[src/rtl/dps_irq_arbiter_pkg.sv]
// Shared constants for the DPS interrupt arbiter: state encodings,
// default source count and the data-reset switch for the level field.
package dps_irq_arbiter_pkg;

    localparam logic DPS_IRQ_ARB_STT_IDLE     = 1'b0;
    localparam logic DPS_IRQ_ARB_STT_ACK_WAIT = 1'b1;

    // Default number of interrupt sources
    localparam int DPS_IRQ_ARB_IRQ_N = 4;

    // When set, the per-source level field is cleared by reset
    localparam bit DATA_RESET_ENABLE = 1'b1;

    typedef enum logic {
        ST_IDLE     = DPS_IRQ_ARB_STT_IDLE,
        ST_ACK_WAIT = DPS_IRQ_ARB_STT_ACK_WAIT
    } arb_state_e;

endpackage

[src/rtl/dps_irq_arbiter_pick.sv]
// Combinational winner pick: highest level among eligible sources, then the
// first eligible index at or after rr_ptr (wrapping) within that level.
// With all levels equal this degenerates to plain round-robin.
module dps_irq_arbiter_pick
    import dps_irq_arbiter_pkg::*;
#(
    parameter int IRQ_N   = DPS_IRQ_ARB_IRQ_N,
    parameter int IRQ_N_W = 2
) (
    input  logic [IRQ_N-1:0]       elig,
    input  logic [IRQ_N-1:0][1:0]  level,
    input  logic [IRQ_N_W-1:0]     rr_ptr,
    output logic                   win_vld,
    output logic [IRQ_N_W-1:0]     win_idx,
    output logic [1:0]             win_lvl
);

    // Find the top eligible level, then scan from rr_ptr for the first match
    always_comb begin
        logic [1:0]         top;
        logic [IRQ_N_W-1:0] sel;
        top     = '0;
        sel     = '0;
        win_vld = 1'b0;
        win_idx = '0;
        win_lvl = '0;
        for (int i = 0; i < IRQ_N; i++) begin
            if (elig[i] && (level[i] > top))
                top = level[i];
        end
        for (int k = 0; k < IRQ_N; k++) begin
            sel = IRQ_N_W'((int'(rr_ptr) + k) % IRQ_N);
            if (!win_vld && elig[sel] && (level[sel] == top)) begin
                win_vld = 1'b1;
                win_idx = sel;
                win_lvl = top;
            end
        end
    end

endmodule

[src/rtl/dps_irq_arbiter.sv]
// DPS interrupt arbiter: per-source config table (valid/mask/level), level
// priority with round-robin tiebreak, valid/ack delivery to the core and a
// one-cycle capture acknowledge back to the winning source.
// Optional feature macro: DPS_IRQ_ARB_LEVEL_EN (level priority). Without it
// selection is pure round-robin, no level storage, oIRQ_LEVEL is 0.
module dps_irq_arbiter
    import dps_irq_arbiter_pkg::*;
#(
    parameter int IRQ_N   = DPS_IRQ_ARB_IRQ_N,
    parameter int IRQ_N_W = 2
) (
    input  logic               iCLOCK,
    input  logic               inRESET,
    input  logic               iCFG_REQ,
    input  logic [IRQ_N_W-1:0] iCFG_ENTRY,
    input  logic               iCFG_MASK,
    input  logic               iCFG_VALID,
    input  logic [1:0]         iCFG_LEVEL,
    input  logic [IRQ_N-1:0]   iIRQ_REQ,
    output logic [IRQ_N-1:0]   oIRQ_SRC_ACK,
    output logic               oIRQ_VALID,
    output logic [IRQ_N_W-1:0] oIRQ_NUM,
    output logic [1:0]         oIRQ_LEVEL,
    input  logic               iIRQ_ACK
);

    arb_state_e                state;
    logic [IRQ_N-1:0]          valid_q;
    logic [IRQ_N-1:0]          mask_q;
    logic [IRQ_N-1:0][1:0]     level_vec;
    logic [IRQ_N-1:0]          elig;
    logic [IRQ_N_W-1:0]        rr_ptr;
    logic                      win_vld;
    logic [IRQ_N_W-1:0]        win_idx;
    logic [1:0]                win_lvl;
    logic                      irq_valid;
    logic [IRQ_N_W-1:0]        irq_num;
    logic [1:0]                irq_level;
    logic                      cfg_wr;

    // Out-of-range entries are dropped silently
    assign cfg_wr = iCFG_REQ && (int'(iCFG_ENTRY) < IRQ_N);

    // Valid/mask table; an invalid entry leaves the source unconditionally enabled
    always_ff @(posedge iCLOCK or negedge inRESET) begin
        if (!inRESET) begin
            valid_q <= '0;
            mask_q  <= '0;
        end else if (cfg_wr) begin
            valid_q[iCFG_ENTRY] <= iCFG_VALID;
            mask_q[iCFG_ENTRY]  <= iCFG_MASK;
        end
    end

`ifdef DPS_IRQ_ARB_LEVEL_EN
    logic [IRQ_N-1:0][1:0] level_q;

    generate
        if (DATA_RESET_ENABLE) begin : g_lvl_rst
            // Level table, cleared by reset
            always_ff @(posedge iCLOCK or negedge inRESET) begin
                if (!inRESET)
                    level_q <= '0;
                else if (cfg_wr)
                    level_q[iCFG_ENTRY] <= iCFG_LEVEL;
            end
        end else begin : g_lvl_nrst
            // Level table, data-only (no reset)
            always_ff @(posedge iCLOCK) begin
                if (cfg_wr)
                    level_q[iCFG_ENTRY] <= iCFG_LEVEL;
            end
        end
    endgenerate

    assign level_vec = level_q;
`else
    // Levels are not stored; all sources compete at level 0
    logic cfg_level_unused;
    assign cfg_level_unused = ^iCFG_LEVEL;
    assign level_vec        = '0;
`endif

    assign elig = iIRQ_REQ & (~valid_q | mask_q);

    dps_irq_arbiter_pick #(
        .IRQ_N   (IRQ_N),
        .IRQ_N_W (IRQ_N_W)
    ) u_pick (
        .elig    (elig),
        .level   (level_vec),
        .rr_ptr  (rr_ptr),
        .win_vld (win_vld),
        .win_idx (win_idx),
        .win_lvl (win_lvl)
    );

    // Capture/present FSM: latch winner in IDLE, hold it until the core acks
    always_ff @(posedge iCLOCK or negedge inRESET) begin
        if (!inRESET) begin
            state     <= ST_IDLE;
            rr_ptr    <= '0;
            irq_valid <= 1'b0;
            irq_num   <= '0;
            irq_level <= '0;
        end else begin
            case (state)
                ST_IDLE: begin
                    if (win_vld) begin
                        state     <= ST_ACK_WAIT;
                        irq_valid <= 1'b1;
                        irq_num   <= win_idx;
                        irq_level <= win_lvl;
                        rr_ptr    <= (int'(win_idx) == IRQ_N - 1) ? '0
                                                                  : win_idx + IRQ_N_W'(1);
                    end
                end
                ST_ACK_WAIT: begin
                    if (iIRQ_ACK) begin
                        state     <= ST_IDLE;
                        irq_valid <= 1'b0;
                    end
                end
                default: state <= ST_IDLE;
            endcase
        end
    end

    // Source acknowledge pulses in the capture cycle; forced low during reset
    always_comb begin
        oIRQ_SRC_ACK = '0;
        if (inRESET && (state == ST_IDLE) && win_vld)
            oIRQ_SRC_ACK[win_idx] = 1'b1;
    end

    assign oIRQ_VALID = irq_valid;
    assign oIRQ_NUM   = irq_num;
    assign oIRQ_LEVEL = irq_level;

endmodule

[config.mk]
export PLATFORM = sky130hd
export DESIGN_NAME = dps_irq_arbiter
export DESIGN_NICKNAME = d
export VERILOG_FILES = /design/src/rtl/dps_irq_arbiter_pkg.sv /design/src/rtl/dps_irq_arbiter_pick.sv /design/src/rtl/dps_irq_arbiter.sv
export SDC_FILE = /design/constraint.sdc
export NUM_CORES = 1
export LEC_CHECK = 0
export BUFFER_PORTS_ARGS = -buffer_cell sky130_fd_sc_hd__buf_2
export CORE_ASPECT_RATIO = 1.1
export CORE_MARGIN = 5
export CORE_UTILIZATION = 50
export CTS_CLUSTER_DIAMETER = 80
export DETAILED_ROUTE_END_ITERATION = 12
export GPL_ROUTABILITY_DRIVEN = 0
export GPL_TIMING_DRIVEN = 0
export PLACE_DENSITY = 0.77
export SYNTH_ARGS = -nofsm -noshare
export SYNTH_HDL_FRONTEND = slang
export SYNTH_SLANG_ARGS = --single-unit
[constraint.sdc]
create_clock -name iCLOCK -period 4.7 [get_ports iCLOCK]
set_clock_uncertainty 0.05 [all_clocks]
set_input_delay 0.705 -clock iCLOCK [delete_from_list [all_inputs] [get_ports iCLOCK]]
set_output_delay 0.705 -clock iCLOCK [all_outputs]
set_load 0.005 [all_outputs]
## Yosys cells after proc, flatten, opt, wreduce, memory -nomap -nowiden

Index checks and enable logic that the tools add are counted.
W data, S select, Z words.

- Bits in read-only memories: 0
- Memories: 0
- Output and inout bits: 9
- Bits of input ports: 14
- Flip-flop bits (word level): 14
- Bits in latches: 0
- RAM bits: 0

- Add/subtract/negate cells: 4
- Mux-type cells: 38
- Bitwise operators: 4
- Shift-type cells: 0
- Multiply operators: 0
- Divide/modulo/power cells: 0
- Reduce and logical (&&, ||, !) cells: 20
- Eq/ne operators: 3
- Order comparisons: 8

Operators with widths:

| cell | number |
|---|---|
| $lt A2 B3 Y1 const B | 6 |
| $mux W2 | 9 |
| $bmux W2 S2 | 4 |
| $mux W1 | 14 |
| $logic_and A1 B1 Y1 | 11 |
| $bmux W1 S2 | 4 |
| $bwmux W4 | 2 |
| $logic_not A2 Y1 | 4 |
| $add A2 B1 Y2 const B | 2 |
| $add A2 B2 Y2 const B | 2 |
| $and A4 B4 Y4 | 1 |
| $demux W1 S2 | 2 |
| $ge A2 B1 Y1 const B | 2 |
| $mux W4 | 1 |
| $ne A2 B2 Y1 const B | 2 |
| $not A4 Y4 | 1 |
| $or A4 B4 Y4 | 1 |
| $pmux W1 S2 | 2 |
| $reduce_and A2 Y1 | 2 |
| $logic_not A1 Y1 | 3 |
| $eq A2 B1 Y1 const B | 1 |
| $not A1 Y1 | 1 |

## Logic depth before layout (Yosys ltp)

Gate-level depths: netlist (run 1).

- Depth in word-level cells: 24
- Gate-level depth with buffers: 7
- Mapped depth without buffers: 7

## Cells and area by module

Synthesis (run 1) repeated with hierarchy kept, for this count alone.

- Cell total of the unflattened synthesis: 191
- Area total of the unflattened synthesis: 1,682.9 sq um

Modules (own cells, without submodules):

| module | area each (sq um) | cells an instance | sequential area each (sq um) | instances |
|---|---|---|---|---|
| dps_irq_arbiter_pick | 887.1 | 130 | 0.0 | 1 |
| dps_irq_arbiter | 795.8 | 61 | 400.4 | 1 |

## Worst setup path after synthesis (run 1)

OpenSTA, ideal clock, no wires.

- Path kind: input -> output
- From: input port iIRQ_REQ[2]
- To: output port oIRQ_SRC_ACK[2]
- Stages on the path: 7
- Data arrival time: 1,800 ps
- Slack: 2,145 ps
- Path through: inv_1 a21o_1 o22ai_1 a211oi_2 inv_1 ha_1 and3_1

- Cells in the longest elaborated chain, start to end: 22
- Elaborated cells between the ends (all ways): 34

Ends and longest elaborated chain:

| what | line | source |
|---|---|---|
| start: declaration | dps_irq_arbiter.sv:19 | `input logic [IRQ_N-1:0] iIRQ_REQ,` |
| $and A4 B4 Y4 (*) | dps_irq_arbiter.sv:84 | `assign elig = iIRQ_REQ & (~valid_q \| mask_q);` |
| $bmux W1 S2 | dps_irq_arbiter_pick.sv:33 | `if (!win_vld && elig[sel] && (level[sel] == top)) begin` |
| $mux W1 (implied by the code) | dps_irq_arbiter_pick.sv:33 |  |
| $logic_and A1 B1 Y1 | dps_irq_arbiter_pick.sv:33 |  |
| $mux W1 | dps_irq_arbiter_pick.sv:33 |  |
| $logic_not A1 Y1 | dps_irq_arbiter_pick.sv:33 |  |
| $logic_and A1 B1 Y1 (2 in a row) | dps_irq_arbiter_pick.sv:33 |  |
| $mux W1 | dps_irq_arbiter_pick.sv:33 |  |
| [5 not listed] | -- |  |
| $logic_and A1 B1 Y1 (2 in a row) | dps_irq_arbiter_pick.sv:33 |  |
| $mux W2 (*) | dps_irq_arbiter_pick.sv:33 |  |
| net u_pick.win_idx[0] | dps_irq_arbiter_pick.sv:14 | `output logic [IRQ_N_W-1:0] win_idx,` |
| $lt A2 B3 Y1 (implied by the code) / $ge A2 B1 Y1 (equally long branches) | dps_irq_arbiter.sv:133 | `oIRQ_SRC_ACK[win_idx] = 1'b1;` |
| $logic_and A1 B1 Y1 (implied by the code) | dps_irq_arbiter.sv:133 |  |
| $mux W1 (implied by the code) | dps_irq_arbiter.sv:133 |  |
| $demux W1 S2 (*) | dps_irq_arbiter.sv:133 |  |
| $mux W4 (*) | dps_irq_arbiter.sv:132 | `if (inRESET && (state == ST_IDLE) && win_vld)` |
| end: declaration | dps_irq_arbiter.sv:20 | `output logic [IRQ_N-1:0] oIRQ_SRC_ACK,` |

Mark *: on every way through the listed nets, which the timed path passes. The rest lies on a longest branch. The select of a mux whose other input is x is not followed.

## Final worst setup path (run 1)

Ends and elaborated chain as after synthesis.

==> impl_metrics.json, run 1 <==
{
  "total_power_mw": 0.4112,
  "tns_ns": 0,
  "h-tree-depth": 1,
  "power.density_nw_per_um2": 420.8,
  "die_w_um": 48.75,
  "track_usage": 0.1292,
  "cap_viol_max_count": 0,
  "finalNonFillerCells": 111,
  "antenna_left": 0,
  "grt_pass1_vias": 626,
  "run_status": "complete, no violations",
  "rsz0062_at_grt": "no",
  "setup_viol": 0,
  "postLayoutCoreUtil": 0.6198,
  "hold_buffers": 0,
  "grt_pass1_wl_um": 2553,
  "drive_gt1_frac": 0.4468,
  "seq_area_frac_synth": 0.4242,
  "max_stage_delay_ns": 0.41,
  "cts_resized": 0,
  "crit_arrival_ns": 2.17,
  "cts_root_buf": "clkbuf_4",
  "cts_tree": "yes",
  "yosys_warnings": 0,
  "avgRoutedWirePerCell_um": 13.52,
  "pin_count": 23,
  "detail_route.iter0.violations": 16,
  "dp.final_hpwl_um": 1196,
  "grt_max_degree": 19,
  "first_pass_iters": 5,
  "start_util": 0.5238,
  "criticalPathCategory": "primary input to output port",
  "layout_commonest_cell": "buf_2",
  "crit_path_start_kind": "primary input",
  "worstSetupEndpointType": "output port",
  "cts.clk_slew.worst_paths_ns": 0.09,
  "cts-buffers-inserted": 3,
  "routed_wl_um": 1501,
  "cpMaxStageDelayCell": "a211oi_2",
  "num-fill-cells": 136,
  "synthDistinctLibCells": 27,
  "timing.final.crit_share": 0.6231,
  "hold_violations": 0,
  "die_y_um": 52.63,
  "clock_latency_ns": 0.28,
  "clkSinkCount": 14,
  "vias": 602,
  "antenna_found_initial": 0,
  "numPortBuffers": 18,
  "area_delta_synth_final_pct": 18.33,
  "irDropWorstVdd_mv": 0.2396,
  "dieArea_um2": 2565,
  "drc": 0,
  "rows": 15,
  "cts_buffer_depth": 2,
  "worstPathRequired_ns": 3.94,
  "total_leakage_power_nw": 0.4872,
  "slew_viol_final": 0,
  "synthCells": 71,
  "holdWs_ns": 0.2702,
  "avgSynthCellArea_um2": 11.63,
  "diodes": 0,
  "post_cts_buffers": 0,
  "finalCriticalPeriod_ns": 2.929,
  "netlist_area_um2": 825.8,
  "mostFrequentLayoutCells": "buf_2 (18), dfrtp_1 (14), mux2_2 (9)",
  "hp-class": "primary input to asynchronous set/reset pin",
  "cp_cell_sequence": "buf_2 -> inv_1 -> a21o_1 -> o22ai_1 -> a211oi_2 -> inv_1 -> ha_1 -> and3_1 -> buf_2",
  "grt-ovfl-total": 0,
  "cp_max_fo": 5,
  "dp.cells": 107,
  "viasPerCell": 5.423,
  "nets": 113,
  "ys_ff_latch": 14,
  "clock.fmax_mhz": 341.5,
  "core_um2": 1577
}
-- worst max-delay path: cells and delay by family --
| family | cells | cell delay, ns |
|---|---|---|
| compound gates | 3 | 0.71 |
| buf+inv | 4 | 0.40 |
| fa+ha+maj | 1 | 0.21 |
| simple gates | 1 | 0.15 |
-- through the flow --
step	cell area, um2	setup slack (ns)
final	977.2	1.771
after floorplan	829.5	2.146
after global routing	977.2	1.646
after detailed placement	940.9	1.804
after global placement	940.9	1.809
after CTS	977.2	1.794
-- cell families (layout without fill, tap and decap cells) --
kind of cell,count (synthesis),count (layout),share of synthesized area
fa+ha+maj,4,4,0.06061
other cells,1,2,0.004541
flops,14,14,0.4242
compound gates,15,15,0.1591
buf+inv,7,29,0.04091
mux,10,10,0.1409
simple gates,20,20,0.1697
-- cells in the mapped netlist --
master | n | area share
dfrtp_1 | 14 | 0.42
mux2_2 | 9 | 0.12
inv_1 | 5 | 0.023
a21oi_1 | 4 | 0.024
and3_1 | 4 | 0.030
ha_1 | 4 | 0.061
nand2b_4 | 3 | 0.050
nand3_1 | 3 | 0.018
nor2_1 | 3 | 0.014
buf_4 | 2 | 0.018
nand2b_1 | 2 | 0.015
nand3b_1 | 2 | 0.018
o22ai_1 | 2 | 0.015
a211oi_2 | 1 | 0.015
a21boi_0 | 1 | 0.0091
a21o_1 | 1 | 0.0091
a21oi_2 | 1 | 0.011
a221o_1 | 1 | 0.012
a22oi_2 | 1 | 0.015
a31oi_4 | 1 | 0.026
a32o_1 | 1 | 0.012
and2_1 | 1 | 0.0076
conb_1 | 1 | 0.0045
mux2_4 | 1 | 0.018
nand2_2 | 1 | 0.0076
nor3b_1 | 1 | 0.0091
o22a_1 | 1 | 0.011
-- cell type report --
cell class	count	area, um2	area share
multi-input combinational	51	445.4	0.4558
sequential	14	350.3	0.3585
timing repair buffer	18	90.09	0.09219
clock buffer	4	36.28	0.03713
tap	17	21.27	0.02177
inverter	5	18.77	0.01921
buffer	2	15.01	0.01536
-- final timing paths --
kind / end / cells after the start / slack (ns) / from
setup / recovery: oIRQ_SRC_ACK[2] / 9 / 1.77 / iIRQ_REQ[2]
hold / removal: rr_ptr[0] / 1 / 0.27 / inRESET
setup reg to reg: rr_ptr[1] / 7 / 2.85 / mask_q[2]
hold reg to reg: oIRQ_NUM[0] / 1 / 0.46 / oIRQ_NUM[0]
max in group asynchronous: mask_q[1] / 1 / 4.07 / inRESET
min in group iCLOCK: oIRQ_NUM[0] / 1 / 0.46 / oIRQ_NUM[0]
-- metal layers --
metal	global-route usage	vias to the layer above	share of wire
met5	0	-	0
met4	0.07175	0	0.011
met3	0.04558	2	0.039
met2	0.2130	12	0.54
met1	0.1451	293	0.41
li1	-	295	-
-- registers in the layout, summed over array words and instances, names as in the netlist --
register / flops
mask_q: 4
oIRQ_NUM: 2
oIRQ_VALID: 1
rr_ptr: 2
state: 1
valid_q: 4
-- where the power goes --
part	internal, mW	leakage, nW	switching, mW	total [mW]
Combinational	0.0760	0.301	0.0685	0.144
Clock	0.0471	0.0210	0.0405	0.0876
Sequential	0.154	0.165	0.0257	0.179
No activity file was read; power rests on OpenSTA's default activity.
==> run 2: changes to the inputs <==
CORE_UTILIZATION = 45   (was 50)
PLACE_DENSITY = 0.73   (was 0.77)
clock period = 2.4 ns   (was 4.7 ns; I/O delays follow)
==> impl_metrics.json, run 2 (synthesis gave the netlist of run 1 again) <==
{
  "busiest_layer": "met2",
  "place_area_um2": 942.2,
  "setup_viol": 0,
  "antenna_left": 0,
  "hp-class": "primary input to flip-flop",
  "postLayoutCoreUtil": 0.5938,
  "dpl_worst_slack_ns": 0.2222,
  "numPortBuffers": 18,
  "avgRoutedWirePerCell_um": 12.94,
  "cap_viol_max_count": 0,
  "dp.final_hpwl_um": 1127,
  "cts-buffers-inserted": 3,
  "rr_startpoint": "mask_q[2]",
  "p_int_mw": 0.5805,
  "finalNonFillerCells": 118,
  "core_um2": 1762,
  "detail_route.iter0.violations": 6,
  "power.density_nw_per_um2": 822.9,
  "track_usage": 0.1101,
  "pin_count": 23,
  "drive_gt1_frac": 0.5500,
  "clock_latency_ns": 0.28,
  "worstSetupEndpointType": "output port",
  "nets": 119,
  "viasPerCell": 5.305,
  "grt-ovfl-total": 0,
  "num-fill-cells": 166,
  "diodes": 0,
  "hold-path-endpoint": "state",
  "cts_tree": "yes",
  "slew_viol_final": 0,
  "layout_commonest_cell": "buf_2",
  "rrSetupSlack_ns": 0.63,
  "grt_pass1_vias": 528,
  "swShare": 0.3256,
  "cts.clk_slew.worst_paths_ns": 0.08,
  "reg2reg_to": "rr_ptr[1]",
  "criticalPathCategory": "flip-flop to output port",
  "rr_worst_depth": 7,
  "grt_use_met3": 0.05094,
  "grt_pass1_wl_um": 2270,
  "power_frac_clock": 0.200,
  "crit_path_start_kind": "flip-flop",
  "irDropWorstVdd_mv": 0.5520,
  "first_pass_iters": 2,
  "area_delta_synth_final_pct": 26.67,
  "combPwrFrac": 0.385,
  "rsz0062_at_grt": "yes",
  "use_met1": 0.1229,
  "max_stage_delay_ns": 0.39,
  "dieArea_um2": 2793,
  "cp_max_fo": 4,
  "largest_registers": "mask_q: 4 flops, valid_q: 4 flops",
  "clock.fmax_mhz": 422.3,
  "grt_max_degree": 19,
  "hp-start": "iIRQ_ACK",
  "setup_slack_ns": 0.03199,
  "tns_ns": 0,
  "min_path_cells": 2,
  "fin_area_um2": 1046,
  "dp.cells": 108,
  "die_w_um": 50.85,
  "p_seq_frac": 0.415,
  "cts_root_buf": "clkbuf_4",
  "total_leakage_power_nw": 0.5134,
  "antenna_found_initial": 0,
  "die_y_um": 54.93,
  "routed_wl_um": 1527,
  "switching_power_mw": 0.2802,
  "start_util": 0.4687,
  "run_status": "complete, no violations",
  "clkSinkCount": 14,
  "hold_violations": 0,
  "finalCriticalPeriod_ns": 2.368,
  "rows": 16,
  "total_power_mw": 0.8607,
  "timing.final.crit_share": 0.9867,
  "worstPathRequired_ns": 1.99,
  "vias": 626,
  "drc": 0,
  "crit_arrival_ns": 1.96,
  "cp_cell_sequence": "inv_2 -> a21o_1 -> o22ai_2 -> a211oi_2 -> inv_1 -> ha_2 -> and3_1 -> buf_2",
  "mostFrequentLayoutCells": "buf_2 (18), dfrtp_1 (14), mux2_2 (9)",
  "h-tree-depth": 1,
  "cpMaxStageDelayCell": "dfrtp_1",
  "holdWs_ns": 0.1992,
  "cts_buffer_depth": 2,
  "groute.layer.met2.usage": 0.1798
}
## run 2: repair_timing
item | 4_1_cts | 5_1_grt
hold buffers | 1 | 0
resized for setup | 0 | 8
setup endpoints to repair | 2 | 3
hold endpoints to repair | 14 | 0
pin swaps | 1 | 7
gates cloned | 0 | 0
buffers inserted | 1 | 4
## run 2: area by class of cell
class | instances | area, um2 | share of cell area
clock buffer | 4 | 36.28 | 0.03469
sequential | 14 | 350.3 | 0.3349
multi-input combinational | 51 | 465.4 | 0.4450
tap | 18 | 22.52 | 0.02153
timing repair buffer | 24 | 137.6 | 0.1316
inverter | 5 | 18.77 | 0.01794
buffer | 2 | 15.01 | 0.01435
## run 2: metal layers
metal / share of wire / routed length, um / up-vias
li1: - / - / 309
met5: 0 / 0 / -
met2: 0.51 / 772 / 12
met1: 0.41 / 632 / 300
met3: 0.065 / 100 / 5
met4: 0.014 / 21 / 0
## run 2: worst max path at each step
stage | startpoint | end | slack, ns | cells past startpoint
finish | mask_q[2] | oIRQ_SRC_ACK[2] | 0.03 | 8
global route | mask_q[2] | oIRQ_SRC_ACK[2] | -0.07 | 8
CTS | mask_q[0] | oIRQ_SRC_ACK[1] | 0.03 | 8
floorplan | mask_q[2] | oIRQ_SRC_ACK[2] | 0.51 | 7
global placement | iIRQ_REQ[2] | oIRQ_SRC_ACK[2] | 0.20 | 9
detailed placement | iIRQ_REQ[2] | oIRQ_SRC_ACK[2] | 0.22 | 9
## run 2: critical path: cells and delay by family (launching register included)
family	cells	cell delay [ns]
compound gates	3	0.67
flops	1	0.39
buf+inv	3	0.29
fa+ha+maj	1	0.18
simple gates	1	0.15
## run 2: power by group through the flow
stage / logic [mW] / registers, mW / clock network, mW
2_1_floorplan: 0.205 / 0.351 / 0
3_3_place_gp: 0.275 / 0.355 / 0
3_5_place_dp: 0.280 / 0.359 / 0
4_1_cts: 0.293 / 0.354 / 0.176
5_1_grt: 0.372 / 0.366 / 0.184
6_report: 0.332 / 0.357 / 0.172
